## src/rtl/vga_pkg.sv

```systemverilog
// Definitions shared across the VGA display path: timing, pixel format
// and the framebuffer fetch state machine encoding.
package vga_pkg;

    localparam int HDISP  = 640;
    localparam int VDISP  = 480;
    localparam int HFP    = 16;
    localparam int HPULSE = 96;
    localparam int HBP    = 48;
    localparam int VFP    = 11;
    localparam int VPULSE = 2;
    localparam int VBP    = 31;

    typedef struct packed {
        logic [4:0] r;
        logic [5:0] g;
        logic [4:0] b;
    } rgb565_t;

    typedef enum logic [1:0] {
        IDLE,
        CHECK,
        REQ,
        SETTLE
    } fetch_state_t;

endpackage

```

## src/rtl/wshb_if.sv

```systemverilog
// Wishbone bus bundle used between the SDRAM controller and its masters.
interface wshb_if #(
    parameter int DATA_BYTES = 2,
    parameter int ADR_WIDTH  = 32
);
    logic [ADR_WIDTH-1:0]    adr;
    logic [8*DATA_BYTES-1:0] dat_ms;
    logic [8*DATA_BYTES-1:0] dat_sm;
    logic [DATA_BYTES-1:0]   sel;
    logic                    we;
    logic                    cyc;
    logic                    stb;
    logic                    ack;
    logic [2:0]              cti;
    logic [1:0]              bte;

    modport master (
        output adr, dat_ms, sel, we, cyc, stb, cti, bte,
        input  dat_sm, ack
    );

    modport slave (
        input  adr, dat_ms, sel, we, cyc, stb, cti, bte,
        output dat_sm, ack
    );
endinterface

```

## src/rtl/raster_addr_gen.sv

```systemverilog
// Raster-order pixel position with a running byte address, so the
// framebuffer address never needs a multiply.
module raster_addr_gen #(
    parameter int                   HDISP     = 640,
    parameter int                   VDISP     = 480,
    parameter int                   ADR_WIDTH = 32,
    parameter logic [ADR_WIDTH-1:0] BASE_ADR  = '0,
    localparam int                  XW        = (HDISP > 1) ? $clog2(HDISP) : 1,
    localparam int                  YW        = (VDISP > 1) ? $clog2(VDISP) : 1
) (
    input  logic                 clk_i,
    input  logic                 srst_i,
    input  logic                 advance_i,
    input  logic                 reload_i,
    output logic [ADR_WIDTH-1:0] adr_o,
    output logic                 last_pixel_o
);

    localparam logic [XW-1:0]        X_LAST      = XW'(HDISP - 1);
    localparam logic [YW-1:0]        Y_LAST      = YW'(VDISP - 1);
    localparam logic [ADR_WIDTH-1:0] PIXEL_BYTES = ADR_WIDTH'(2);

    logic [XW-1:0]        x_q, x_d;
    logic [YW-1:0]        y_q, y_d;
    logic [ADR_WIDTH-1:0] adr_q, adr_d;

    // Reload wins over advance: a resync discards the position being advanced.
    always_comb begin
        x_d   = x_q;
        y_d   = y_q;
        adr_d = adr_q;
        if (reload_i) begin
            x_d   = '0;
            y_d   = '0;
            adr_d = BASE_ADR;
        end else if (advance_i) begin
            if (x_q == X_LAST) begin
                x_d = '0;
                if (y_q == Y_LAST) begin
                    y_d   = '0;
                    adr_d = BASE_ADR;
                end else begin
                    y_d   = y_q + YW'(1);
                    adr_d = adr_q + PIXEL_BYTES;
                end
            end else begin
                x_d   = x_q + XW'(1);
                adr_d = adr_q + PIXEL_BYTES;
            end
        end
    end

    always_ff @(posedge clk_i) begin
        if (srst_i) begin
            x_q   <= '0;
            y_q   <= '0;
            adr_q <= BASE_ADR;
        end else begin
            x_q   <= x_d;
            y_q   <= y_d;
            adr_q <= adr_d;
        end
    end

    assign adr_o        = adr_q;
    assign last_pixel_o = (x_q == X_LAST) && (y_q == Y_LAST);

endmodule

```

## src/rtl/vga_frame_fetch.sv

```systemverilog
// Wishbone master streaming the RGB565 framebuffer in raster order into the
// display FIFO, one outstanding read at a time.
module vga_frame_fetch #(
    parameter int          HDISP      = vga_pkg::HDISP,
    parameter int          VDISP      = vga_pkg::VDISP,
    parameter logic [31:0] BASE_ADR   = 32'h0,
    parameter int          DATA_WIDTH = 16
) (
    input  logic                  CLK,
    input  logic                  rst,
    input  logic                  enable,
    input  logic                  resync,
    wshb_if.master                wshb_ifm,
    output logic                  fifo_write,
    output logic [DATA_WIDTH-1:0] fifo_wdata,
    input  logic                  fifo_wfull,
    output logic                  frame_done,
    output logic                  busy
);

    import vga_pkg::*;

    fetch_state_t          state_q;
    logic                  stb_q;
    logic                  resync_pend_q;
    logic                  fifo_write_q;
    logic [DATA_WIDTH-1:0] fifo_wdata_q;
    logic                  frame_done_q;

    logic        ack_accept;
    logic        advance;
    logic        reload;
    logic        last_pixel;
    logic [31:0] adr;

    // stb is always high in REQ, so a stray ack outside REQ never counts.
    assign ack_accept = (state_q == REQ) && wshb_ifm.ack;
    assign advance    = ack_accept && !resync_pend_q;
    assign reload     = resync_pend_q && (ack_accept || (state_q == IDLE));

    raster_addr_gen #(
        .HDISP     (HDISP),
        .VDISP     (VDISP),
        .ADR_WIDTH (32),
        .BASE_ADR  (BASE_ADR)
    ) u_addr_gen (
        .clk_i        (CLK),
        .srst_i       (rst),
        .advance_i    (advance),
        .reload_i     (reload),
        .adr_o        (adr),
        .last_pixel_o (last_pixel)
    );

    always_ff @(posedge CLK) begin
        if (rst) begin
            state_q       <= IDLE;
            stb_q         <= 1'b0;
            resync_pend_q <= 1'b0;
            fifo_write_q  <= 1'b0;
            fifo_wdata_q  <= '0;
            frame_done_q  <= 1'b0;
        end else begin
            fifo_write_q <= 1'b0;
            frame_done_q <= 1'b0;
            // A new resync request must survive the clear of an older one.
            if (reload) resync_pend_q <= 1'b0;
            if (resync) resync_pend_q <= 1'b1;

            unique case (state_q)
                IDLE: begin
                    if (enable && !resync_pend_q) state_q <= CHECK;
                end
                CHECK: begin
                    if (!enable) begin
                        state_q <= IDLE;
                    end else if (!fifo_wfull) begin
                        stb_q   <= 1'b1;
                        state_q <= REQ;
                    end
                end
                REQ: begin
                    if (wshb_ifm.ack) begin
                        stb_q <= 1'b0;
                        if (!resync_pend_q) begin
                            fifo_write_q <= 1'b1;
                            fifo_wdata_q <= DATA_WIDTH'(wshb_ifm.dat_sm);
                            frame_done_q <= last_pixel;
                        end
                        state_q <= SETTLE;
                    end
                end
                SETTLE: state_q <= CHECK;
                default: state_q <= IDLE;
            endcase
        end
    end

    assign wshb_ifm.adr    = adr;
    assign wshb_ifm.dat_ms = '0;
    assign wshb_ifm.sel    = '1;
    assign wshb_ifm.we     = 1'b0;
    assign wshb_ifm.cti    = '0;
    assign wshb_ifm.bte    = '0;
    assign wshb_ifm.cyc    = stb_q;
    assign wshb_ifm.stb    = stb_q;

    assign busy       = stb_q;
    assign fifo_write = fifo_write_q;
    assign fifo_wdata = fifo_wdata_q;
    assign frame_done = frame_done_q;

    // The fetcher is the FIFO's only writer and checks full before each read.
    a_no_write_when_full: assert property (@(posedge CLK) disable iff (rst)
        !(fifo_write_q && fifo_wfull));

endmodule

```

## src/flat_wrapper.sv

```systemverilog
// flat-port wrapper written by rule: the top's interface ports become plain ports
module vga_frame_fetch_flat import vga_pkg::*;
#(
    parameter int          HDISP      = vga_pkg::HDISP,
    parameter int          VDISP      = vga_pkg::VDISP,
    parameter logic [31:0] BASE_ADR   = 32'h0,
    parameter int          DATA_WIDTH = 16
)
  (CLK, rst, enable, resync, fifo_write, fifo_wdata, fifo_wfull, frame_done, busy, wshb_ifm_adr, wshb_ifm_dat_ms, wshb_ifm_sel, wshb_ifm_we, wshb_ifm_cyc, wshb_ifm_stb, wshb_ifm_cti, wshb_ifm_bte, wshb_ifm_dat_sm, wshb_ifm_ack);
  wshb_if #(.DATA_BYTES(2), .ADR_WIDTH(32)) wshb_ifm_i ();
  input  logic CLK;
  input  logic rst;
  input  logic enable;
  input  logic resync;
  output logic fifo_write;
  output logic [DATA_WIDTH-1:0] fifo_wdata;
  input  logic fifo_wfull;
  output logic frame_done;
  output logic busy;
  output wire logic [$bits(wshb_ifm_i.adr)-1:0] wshb_ifm_adr;
  output wire logic [$bits(wshb_ifm_i.dat_ms)-1:0] wshb_ifm_dat_ms;
  output wire logic [$bits(wshb_ifm_i.sel)-1:0] wshb_ifm_sel;
  output wire logic [$bits(wshb_ifm_i.we)-1:0] wshb_ifm_we;
  output wire logic [$bits(wshb_ifm_i.cyc)-1:0] wshb_ifm_cyc;
  output wire logic [$bits(wshb_ifm_i.stb)-1:0] wshb_ifm_stb;
  output wire logic [$bits(wshb_ifm_i.cti)-1:0] wshb_ifm_cti;
  output wire logic [$bits(wshb_ifm_i.bte)-1:0] wshb_ifm_bte;
  input wire logic [$bits(wshb_ifm_i.dat_sm)-1:0] wshb_ifm_dat_sm;
  input wire logic [$bits(wshb_ifm_i.ack)-1:0] wshb_ifm_ack;
  assign wshb_ifm_adr = wshb_ifm_i.adr;
  assign wshb_ifm_dat_ms = wshb_ifm_i.dat_ms;
  assign wshb_ifm_sel = wshb_ifm_i.sel;
  assign wshb_ifm_we = wshb_ifm_i.we;
  assign wshb_ifm_cyc = wshb_ifm_i.cyc;
  assign wshb_ifm_stb = wshb_ifm_i.stb;
  assign wshb_ifm_cti = wshb_ifm_i.cti;
  assign wshb_ifm_bte = wshb_ifm_i.bte;
  assign wshb_ifm_i.dat_sm = wshb_ifm_dat_sm;
  assign wshb_ifm_i.ack = wshb_ifm_ack;
  vga_frame_fetch #(.HDISP(HDISP), .VDISP(VDISP), .BASE_ADR(BASE_ADR), .DATA_WIDTH(DATA_WIDTH)) u_core (.CLK(CLK), .rst(rst), .enable(enable), .resync(resync), .wshb_ifm(wshb_ifm_i), .fifo_write(fifo_write), .fifo_wdata(fifo_wdata), .fifo_wfull(fifo_wfull), .frame_done(frame_done), .busy(busy));
endmodule
```

## config.mk

```make
export PLATFORM = sky130hd
export DESIGN_NAME = vga_frame_fetch_flat
export DESIGN_NICKNAME = d
export VERILOG_FILES = /design/src/rtl/vga_pkg.sv /design/src/rtl/wshb_if.sv /design/src/rtl/raster_addr_gen.sv /design/src/rtl/vga_frame_fetch.sv /design/src/flat_wrapper.sv
export SDC_FILE = /design/constraint.sdc
export NUM_CORES = 1
export LEC_CHECK = 0
export BUFFER_PORTS_ARGS = -buffer_cell sky130_fd_sc_hd__buf_2
export CAP_MARGIN = 15
export CORE_MARGIN = 2
export CORE_UTILIZATION = 40
export DETAILED_ROUTE_END_ITERATION = 12
export HOLD_SLACK_MARGIN = 0.05
export PLACE_DENSITY_LB_ADDON = 0.15
export SLEW_MARGIN = 20
export SYNTH_ARGS = -nofsm -noshare
export SYNTH_HDL_FRONTEND = slang
export SYNTH_SLANG_ARGS = --single-unit
```

## constraint.sdc

```tcl
create_clock -name CLK -period 2.88 [get_ports CLK]
set_input_delay 0.864 -clock CLK [delete_from_list [all_inputs] [get_ports CLK]]
set_output_delay 0.864 -clock CLK [all_outputs]
set_load 0.02 [all_outputs]
```

==> out/metrics.csv, run 1 <==
stage,metric,value,unit
timing,Max Fclk,423,MHz
die,I/O pin count,99,
worst_setup_path,Setup CP Type,register to register,
outcome,outcome,finished clean,
die,Die Wd,98.0,µm
route,Vias/cell,5.19,
route,total number of vias,3148,
power_and_ir_drop,Pleak,1.61,nW
cells_and_area,share of layout cells above drive strength 1,0.218,
yosys,"EDFF count, synth",0,
timing,Final Max Tran Viols,0,
yosys,Synth Register Bits,72,
grt,initial antenna violation count,0,
route,Routed WL per cell,12.6,µm
yosys,post-synthesis cell type count,51,
die,DIE AREA,9610,µm²
worst_setup_path,cell family with most CP delay,simple AND/OR/NAND/NOR gates,
timing,Final Skew,0.00601,ns
timing,Final Hold Fails,0,
worst_setup_path,Worst Setup End Kind,register,
yosys,Yosys top cell by area,dfxtp_1,
cts,Bufs on Longest Clock Path,2,
worst_setup_path,crit-path max FO,18,
placed_design,input/output buffers,73,
yosys,"Warnings, synthesis",0,
cts,CTS tree,done,
cells_and_area,Synth-to-Final Area Change,16.6,%
yosys,list of most frequent post-synthesis cells,"72 x dfxtp_1, 56 x nand2_1, 48 x a21oi_1",
cells_and_area,fin util,0.478,
yosys,syn_area_per_cell,8.24,µm²
yosys,synthesized instance count,429,
die,# rows,34,
timing,min cycle time layout,2.37,ns
grt,largest net degree at the start of global routing,23,
die,Initial Utilization,0.409,
yosys,Post-Synthesis Cell Area,3540,µm²
cells_and_area,Final #Nets,525,
worst_setup_path,Reg2Reg Capture Point,u_core.u_addr_gen.adr_o[28],
worst_setup_path,CP Capture Point,u_core.u_addr_gen.adr_o[28],
yosys,most common flop cell mapped by yosys,dfxtp_1,
power_and_ir_drop,pwr/cell area,513,nW/µm²
power_and_ir_drop,worst vdd ir,0.234,mV
cts,root buffer cell,clkbuf_8,
placed_design,# placed instances,592,
worst_setup_path,Critical Path Start Type,register,
yosys,post-synth top area share,0.408,
cts,CTS Hold Bufs,0,
placed_design,pre-CTS setup slack,0.290,ns
yosys,most common cell in the netlist,dfxtp_1,
yosys,sequential-to-total area share from yosys stat,0.408,
die,core area,8640,µm²
route,Final ANT Viol Nets,0,
cts,post-CTS setup buffer count,0,
route,DRT iter0 DRCs,93,
worst_setup_path,Buf/Inv on CP,2,
timing,fin worst setup slack,0.515,ns
cts,CTS Buf Count,9,
cts,clock latency on the worst-skew pair,0.34,ns
timing,Max-slew headroom,0.624,
grt,vias in the first global route,2824,
route,1st-pass router iterations,4,
min_path,Worst Hold Class,register to register,
cts,clock sinks,72,
grt,first-pass GRT wire length,13000,µm
worst_setup_path,WP depth,7,
placed_design,Placer Congestion,0.773,
timing,Final Setup Violations,0,
cells_and_area,final instance count without filler cells,607,
worst_setup_path,worst path cell trace,"inv_1, ha_1, nand4b_2, or4_1, buf_4, or4_1, a21oi_1",
worst_setup_path,Worst R2R Path Depth,7,
yosys,"top cells by area, synth","dfxtp_1 41%, a21oi_1 6.8%, nand2_1 5.9%, buf_4 5.7%, or4_1 3.2%",
timing,Setup TNS,0,ns
timing,Slew @ Worst Pin,0.559,ns
placed_design,hpwl dp,5450,µm
route,drt drc,0,
yosys,post-synthesis async set-or-reset flop share,0,
grt,total gr overflow,0,
job,maxcap violations,0,
worst_setup_path,CP required,3.15,ns
route,routed wire length,7640,µm
die,die height,98.0,µm
timing,crit share post-route,0.821,
cts,H-Tree Depth,3,
worst_setup_path,Critical-path top delay cell,or4_1,
worst_setup_path,Crit path top cell by count,or4_1,
grt,gr usage total,0.163,
cells_and_area,ant diodes,0,
worst_setup_path,Reg-to-Reg Start,u_core.state_q[0],
cts,post-CTS sizing,0,
worst_setup_path,Reg2Reg Setup Slack,0.51,ns
worst_setup_path,CP peak stage delay,0.50,ns
timing,RSZ-0062 raised after global routing,false,
worst_setup_path,worst path arrival time,2.64,ns
worst_setup_path,Crit. Startpoint,u_core.state_q[0],
cts,Clock transition at path regs,0.08,ns
==> cell type report <==
class / count / area, µm²
well taps: 108 / 135
flip-flops and latches: 72 / 1440
fillers: 885 / 4510
multi-input cells: 318 / 1830
inverters: 14 / 52.6
clock buffers: 10 / 138
repair buffers: 80 / 418
clock inverters: 5 / 105
==> layout by cell type (no fill, tap or decap), drive strengths merged, types with 8 or more instances in the layout <==
| cell type | count |
|---|---|
| buf | 80 |
| dfxtp | 72 |
| nand2 | 56 |
| a21oi | 49 |
| nor2 | 25 |
| conb | 25 |
| nand3 | 18 |
| or4 | 16 |
| or3 | 15 |
| inv | 14 |
| nand4 | 14 |
| o21ai | 14 |
| o31ai | 13 |
| xnor2 | 10 |
| clkbuf | 10 |
| xor2 | 8 |
| ha | 8 |
==> through the flow <==
step / instance area (µm²) / hold WS, ns / power, mW
2_1_floorplan: 3620 / 0.452 / 1.16
5_1_grt: 4120 / 0.474 / 2.20
3_5_place_dp: 3880 / 0.446 / 1.17
6_report: 4120 / 0.454 / 2.12
4_1_cts: 4120 / 0.459 / 2.14
3_3_place_gp: 3880 / 0.438 / 1.17
==> power by group <==
part           internal (mW)  switching, mW  leakage, nW
logic                 0.0421         0.0939        0.910
clock network          0.594          0.375        0.115
registers               1.00        0.00793        0.580
total                   1.64          0.477         1.61
==> worst min-delay path by stage <==
stage,start,endpoint,slack (ns),cells after the start
2_1_floorplan,u_core.u_addr_gen.y_q[8],u_core.u_addr_gen.y_q[8],0.45,2
3_3_place_gp,u_core.fifo_wdata[0],u_core.fifo_wdata[0],0.44,2
3_5_place_dp,u_core.fifo_wdata[1],u_core.fifo_wdata[1],0.45,2
4_1_cts,u_core.fifo_wdata[1],u_core.fifo_wdata[1],0.46,2
5_1_grt,u_core.fifo_wdata[12],u_core.fifo_wdata[12],0.47,2
6_report,u_core.fifo_wdata[0],u_core.fifo_wdata[0],0.45,2
==> logic make-up after synthesis <==
group           share of synthesized area
simple gates                        0.264
mux                               0.00566
xor+xnor                           0.0446
compound gates                      0.149
flops                               0.408
buf+inv                            0.0991
other cells                       0.00212
fa+ha+maj                          0.0283
==> worst min-delay path: cells and delay by family (launching register included) <==
kind	cells	cell delay, ns
AND/OR/NAND/NOR	1	0.05
flip-flops	1	0.31
AO/OA/AOI/OAI	1	0.05
==> metal layers <==
| layer | up-vias | wire (µm) | global-route usage |
|---|---|---|---|
| met5 | - | 0 | 0 |
| met3 | 9 | 488 | 0.0451 |
| met4 | 0 | 114 | 0.0673 |
| li1 | 1594 | - | - |
| met2 | 95 | 3400 | 0.250 |
| met1 | 1450 | 3640 | 0.218 |
==> state kept, by name (all words and copies together), names as in the netlist <==
register / flops
u_core.u_addr_gen.x_q: 10
u_core.resync_pend_q: 1
u_core.state_q: 2
u_core.frame_done: 1
u_core.u_addr_gen.y_q: 9
u_core.u_addr_gen.adr_o: 31
u_core.busy: 1
u_core.fifo_write: 1
u_core.fifo_wdata: 16
(Power assumes the default switching activity.)
==> run 2, diff against run 1 <==
==> constraint.sdc (replaced) <==
create_clock -name CLK -period 2.3 [get_ports CLK]
set_input_delay 0.69 -clock CLK [delete_from_list [all_inputs] [get_ports CLK]]
set_output_delay 0.69 -clock CLK [all_outputs]
set_load 0.02 [all_outputs]
==> run 2 against run 1 <==
Effect of this change: worst hold slack lost 0.0029 ns; cell count up 3.0%; clock skew grew 0.0038 ns; fmax grew 10%.
==> out/metrics.csv, run 2 (synthesis results as in run 1) <==
stage,metric,value,unit,change
outcome,outcome,finished clean,,unchanged
cts,CTS Hold Bufs,0,,unchanged
worst_setup_path,CP peak stage delay,0.51,ns,was 0.50 ns
die,Die Wd,98.0,µm,unchanged
grt,vias in the first global route,2976,,was 2824
route,DRT iter0 DRCs,93,,unchanged
route,routed wire length,8090,µm,was 7640 µm
grt,largest net degree at the start of global routing,31,,was 23
route,Final ANT Viol Nets,0,,unchanged
die,Initial Utilization,0.409,,unchanged
job,maxcap violations,0,,unchanged
cts,H-Tree Depth,3,,unchanged
cts,root buffer cell,clkbuf_8,,unchanged
cells_and_area,share of layout cells above drive strength 1,0.250,,was 0.218
timing,Final Hold Fails,0,,unchanged
worst_setup_path,worst path arrival time,2.43,ns,was 2.64 ns
die,I/O pin count,99,,unchanged
cells_and_area,"commonest non-fill, non-tap cells in the layout","73 x buf_2, 72 x dfxtp_1, 56 x nand2_1",,unchanged
route,total number of vias,3178,,was 3148
cts,CTS tree,done,,unchanged
worst_setup_path,Critical-path top delay cell,or4_4,,was or4_1
placed_design,input/output buffers,73,,unchanged
cells_and_area,max reg flops,31,,unchanged
route,drt drc,0,,unchanged
grt,gr usage total,0.174,,was 0.163
timing,crit share post-route,0.934,,was 0.821
worst_setup_path,worst path cell trace,"inv_1, ha_1, nand4b_2, or4_4, buf_4, or4_1, a21oi_1",,"was inv_1, ha_1, nand4b_2, or4_1, buf_4, or4_1, a21oi_1"
grt,total gr overflow,0,,unchanged
cells_and_area,"Design Area, Final",4280,µm²,was 4120 µm²
cts,post-CTS setup buffer count,0,,unchanged
route,1st-pass router iterations,4,,unchanged
cts,Bufs on Longest Clock Path,2,,unchanged
cts,Clock transition at path regs,0.08,ns,about the same
placed_design,hpwl dp,5830,µm,was 5450 µm
power_and_ir_drop,worst vdd ir,0.391,mV,was 0.234 mV
timing,Max-slew headroom,0.615,,was 0.624
cts,post-CTS sizing,0,,unchanged
power_and_ir_drop,Pwr Total,2.65,mW,was 2.12 mW
timing,Final Max Tran Viols,0,,unchanged
timing,min cycle time layout,2.15,ns,was 2.37 ns
timing,Slew @ Worst Pin,0.577,ns,was 0.559 ns
grt,first-pass GRT wire length,13800,µm,was 13000 µm
cells_and_area,fin util,0.496,,was 0.478
route,Routed WL per cell,13.0,µm,was 12.6 µm
worst_setup_path,crit-path max FO,11,,was 18
timing,Final Setup Violations,0,,unchanged
cells_and_area,Fillers,852,,was 885
timing,Final Skew,0.00982,ns,was 0.00601 ns
cts,CTS Buf Count,9,,unchanged
cells_and_area,Synth-to-Final Area Change,21.1,%,was 16.6%
cells_and_area,Final #Nets,542,,was 525
grt,initial antenna violation count,0,,unchanged
cells_and_area,ant diodes,0,,unchanged
power_and_ir_drop,Pleak,1.70,nW,was 1.61 nW
cts,clock latency on the worst-skew pair,0.35,ns,was 0.34 ns
power_and_ir_drop,pwr/cell area,618,nW/µm²,was 513 nW/µm²
route,Vias/cell,5.08,,was 5.19
min_path,Hold Path Cell Cnt,2,,unchanged
min_path,Worst Hold Class,register to register,,unchanged
cts,clock sinks,72,,unchanged
die,DIE AREA,9610,µm²,unchanged
cells_and_area,"commonest non-fill, non-tap cell in the layout",buf_2,,unchanged
timing,RSZ-0062 raised after global routing,false,,unchanged
die,die height,98.0,µm,unchanged
placed_design,Placed Area,4030,µm²,was 3880 µm²
worst_setup_path,Critical Path Start Type,register,,unchanged
placed_design,Placer Congestion,0.793,,was 0.773
die,# rows,34,,unchanged
timing,Max Fclk,466,MHz,was 423 MHz
worst_setup_path,Setup CP Type,register to register,,unchanged
worst_setup_path,CP required,2.58,ns,was 3.15 ns
worst_setup_path,Worst R2R Path Depth,7,,unchanged
worst_setup_path,Worst Setup End Kind,register,,unchanged
die,core area,8640,µm²,unchanged
-- run 2: cell count changes in the layout (fill, tap and decap cells not counted), sizes merged --
cell | previous run | this run
buf | 80 | 97
clkinv | 0 | 2
clkinvlp | 2 | 1
-- run 2: worst max-delay path: cells and delay by family, from the launching register on --
family | cells | cell delay [ns]
AO/OA/AOI/OAI | 1 | 0.16
adder cells (fa/ha/maj) | 1 | 0.18
buffers and inverters | 2 | 0.27
flip-flops | 1 | 0.35
AND/OR/NAND/NOR | 3 | 1.13
-- run 2: worst paths after layout --
path | slack [ns] | to | startpoint
worst max-delay path | 0.15 | u_core.u_addr_gen.adr_o[20] | u_core.state_q[0]
worst min-delay path | 0.45 | u_core.fifo_wdata[7] | u_core.fifo_wdata[7]
worst max register to register | 0.15 | u_core.u_addr_gen.adr_o[20] | u_core.state_q[0]
worst min register to register | 0.45 | u_core.fifo_wdata[7] | u_core.fifo_wdata[7]
-- run 2: final cells by class --
class / count / area [µm²] / area share
clock buffers: 10 / 128 / 0.0298
inverters: 14 / 52.6 / 0.0123
multi-input cells: 318 / 1850 / 0.431
clock inverters: 6 / 108 / 0.0251
flip-flops and latches: 72 / 1440 / 0.337
repair buffers: 97 / 571 / 0.133
well taps: 108 / 135 / 0.0316
-- run 2: layer usage --
metal,global-route usage,up-vias,share of wire
met5,0,-,0
met4,0.0545,0,0.0072
met3,0.0573,5,0.063
met2,0.268,83,0.45
met1,0.234,1459,0.48
li1,-,1631,-
-- run 2: power by group --
part	leakage (nW)	switching [mW]	internal [mW]
logic	1.01	0.122	0.0598
registers	0.580	0.00850	1.25
clock network	0.116	0.484	0.717
-- run 2: per-stage QoR --
stage | setup TNS [ns] | hold WS (ns) | setup WS [ns] | std cells
global route | 0 | 0.470 | 0.0188 | 625
floorplan | 0 | 0.452 | 0.168 | 452
CTS | 0 | 0.455 | 0.112 | 625
global placement | -0.162 | 0.438 | -0.0639 | 609
detailed placement | -0.456 | 0.445 | -0.0649 | 609
finish | 0 | 0.451 | 0.153 | 625
==> run 3, diff against run 2 <==
--- a/config.mk
+++ b/config.mk
@@ -12,6 +12,7 @@
 export DETAILED_ROUTE_END_ITERATION = 12
 export HOLD_SLACK_MARGIN = 0.05
 export PLACE_DENSITY_LB_ADDON = 0.15
+export RECOVER_POWER = 50
 export SLEW_MARGIN = 20
 export SYNTH_ARGS = -nofsm -noshare
 export SYNTH_HDL_FRONTEND = slang
==> run 3 against run 2 <==
Effect of this change: clock skew fell by 0.0012 ns; global-route usage unchanged; critical path depth unchanged; critical path type unchanged; critical endpoint unchanged.
==> out/metrics.csv, run 3 (synthesis results as in run 1) <==
stage,metric,value,unit,change
outcome,outcome,finished clean,,unchanged
min_path,Worst Hold Class,register to register,,unchanged
timing,Final Skew,0.00862,ns,was 0.00982 ns
placed_design,# placed instances,609,,unchanged
route,DRT iter0 DRCs,96,,was 93
timing,Max Fclk,467,MHz,was 466 MHz
cts,Clock transition at path regs,0.08,ns,about the same
route,routed wire length,8120,µm,was 8090 µm
grt,largest net degree at the start of global routing,31,,unchanged
timing,Final Setup Violations,0,,unchanged
cts,clock latency on the worst-skew pair,0.34,ns,was 0.35 ns
worst_setup_path,Critical-path top delay cell,or4_4,,unchanged
cells_and_area,max reg flops,31,,unchanged
die,Die Wd,98.0,µm,unchanged
grt,vias in the first global route,2976,,unchanged
worst_setup_path,crit-path max FO,11,,unchanged
worst_setup_path,Worst Setup End Kind,register,,unchanged
cts,CTS tree,done,,unchanged
placed_design,input/output buffers,73,,unchanged
cells_and_area,Fillers,874,,was 852
worst_setup_path,worst path arrival time,2.42,ns,was 2.43 ns
placed_design,Placer Congestion,0.793,,unchanged
cts,root buffer cell,clkbuf_8,,unchanged
cts,clock sinks,72,,unchanged
cts,H-Tree Depth,3,,unchanged
cells_and_area,"Design Area, Final",4220,µm²,was 4280 µm²
die,die height,98.0,µm,unchanged
cells_and_area,"commonest non-fill, non-tap cells in the layout","72 x dfxtp_1, 56 x nand2_1, 52 x clkbuf_1",,"was 73 x buf_2, 72 x dfxtp_1, 56 x nand2_1"
cts,Bufs on Longest Clock Path,2,,unchanged
timing,Max-slew headroom,0.622,,was 0.615
cts,post-CTS sizing,0,,unchanged
route,Final ANT Viol Nets,0,,unchanged
worst_setup_path,Reg2Reg Setup Slack,0.16,ns,was 0.15 ns
cts,CTS Buf Count,9,,unchanged
power_and_ir_drop,Pleak,1.48,nW,was 1.70 nW
power_and_ir_drop,worst vdd ir,0.384,mV,was 0.391 mV
timing,Final Max Tran Viols,0,,unchanged
grt,initial antenna violation count,0,,unchanged
die,Initial Utilization,0.409,,unchanged
die,core area,8640,µm²,unchanged
worst_setup_path,Critical Path Start Type,register,,unchanged
cells_and_area,"commonest non-fill, non-tap cell in the layout",dfxtp_1,,was buf_2
worst_setup_path,Setup CP Type,register to register,,unchanged
timing,minimum hold slack,0.454,ns,was 0.451 ns
cts,CTS Hold Bufs,0,,unchanged
cells_and_area,fin util,0.488,,was 0.496
worst_setup_path,Buf/Inv on CP,2,,unchanged
worst_setup_path,CP required,2.58,ns,about the same
timing,Slew @ Worst Pin,0.567,ns,was 0.577 ns
route,Vias/cell,5.13,,was 5.08
die,I/O pin count,99,,unchanged
timing,crit share post-route,0.931,,was 0.934
die,DIE AREA,9610,µm²,unchanged
timing,min cycle time layout,2.14,ns,was 2.15 ns
timing,Final Hold Fails,0,,unchanged
cells_and_area,area of the multi-input gates,1850,µm²,unchanged
die,# rows,34,,unchanged
placed_design,Placed Area,4030,µm²,unchanged
placed_design,hpwl dp,5830,µm,unchanged
route,Routed WL per cell,13.0,µm,about the same
worst_setup_path,worst path cell trace,"inv_1, ha_1, nand4b_2, or4_4, buf_4, or4_1, a21oi_1",,unchanged
worst_setup_path,cell family with most CP delay,simple AND/OR/NAND/NOR gates,,unchanged
cells_and_area,share of layout cells above drive strength 1,0.151,,was 0.250
cells_and_area,ant diodes,0,,unchanged
cts,post-CTS setup buffer count,0,,unchanged
route,total number of vias,3205,,was 3178
route,drt drc,0,,unchanged
cells_and_area,register area,1440,µm²,unchanged
timing,RSZ-0062 raised after global routing,false,,unchanged
route,1st-pass router iterations,4,,unchanged
grt,gr usage total,0.174,,unchanged
worst_setup_path,CP peak stage delay,0.51,ns,about the same
grt,total gr overflow,0,,unchanged
job,maxcap violations,0,,unchanged
cells_and_area,Synth-to-Final Area Change,19.2,%,was 21.1%
power_and_ir_drop,pwr/cell area,626,nW/µm²,was 618 nW/µm²
grt,first-pass GRT wire length,13800,µm,unchanged
cells_and_area,Final #Nets,542,,unchanged
cells_and_area,final instance count without filler cells,625,,unchanged
[run 3: cell types whose count changed in the layout (fill, tap and decap cells not counted)]
| cell | delta |
|---|---|
| buf_2 | -51 |
| clkbuf_1 | +51 |
[run 3: routing by layer]
metal,wire length (µm),vias up,global-route usage
met5,0,-,0
met4,58,0,0.0545
met3,524,5,0.0573
met2,3650,87,0.268
met1,3880,1481,0.234
li1,-,1632,-
[run 3: report_power, final]
part | switching, mW | total [mW] | leakage [nW] | internal, mW
logic | 0.122 | 0.180 | 0.782 | 0.0575
clock network | 0.481 | 1.20 | 0.116 | 0.717
registers | 0.00866 | 1.26 | 0.580 | 1.25
total | 0.611 | 2.64 | 1.48 | 2.03
[run 3: final cells by class]
| type | instances | share of cell area |
|---|---|---|
| flip-flops and latches | 72 | 0.342 |
| clock inverters | 6 | 0.0255 |
| repair buffers | 97 | 0.120 |
| well taps | 108 | 0.0320 |
| inverters | 14 | 0.0125 |
| multi-input cells | 318 | 0.438 |
| clock buffers | 10 | 0.0303 |
[run 3: worst paths after layout]
path                        startpoint                           to  cells past startpoint
setup / recovery     u_core.state_q[0]  u_core.u_addr_gen.adr_o[20]                      7
hold / removal    u_core.fifo_wdata[7]         u_core.fifo_wdata[7]                      2
setup reg to reg     u_core.state_q[0]  u_core.u_addr_gen.adr_o[20]                      7
hold reg to reg   u_core.fifo_wdata[7]         u_core.fifo_wdata[7]                      2
[run 3: through the flow]
stage / total power [mW] / worst slack [ns] / setup TNS, ns
after floorplan: 1.45 / 0.168 / 0
after global placement: 1.47 / -0.0639 / -0.162
after detailed placement: 1.47 / -0.0649 / -0.456
after CTS: 2.68 / 0.112 / 0
after global routing: 2.75 / 0.0187 / 0
final: 2.64 / 0.158 / 0
[run 3: worst register-to-register path: stages (launching register included)]
cell	delay [ns]
dfxtp_1	0.35
inv_1	0.09
ha_1	0.18
nand4b_2	0.15
or4_4	0.51
buf_4	0.18
or4_1	0.47
a21oi_1	0.15
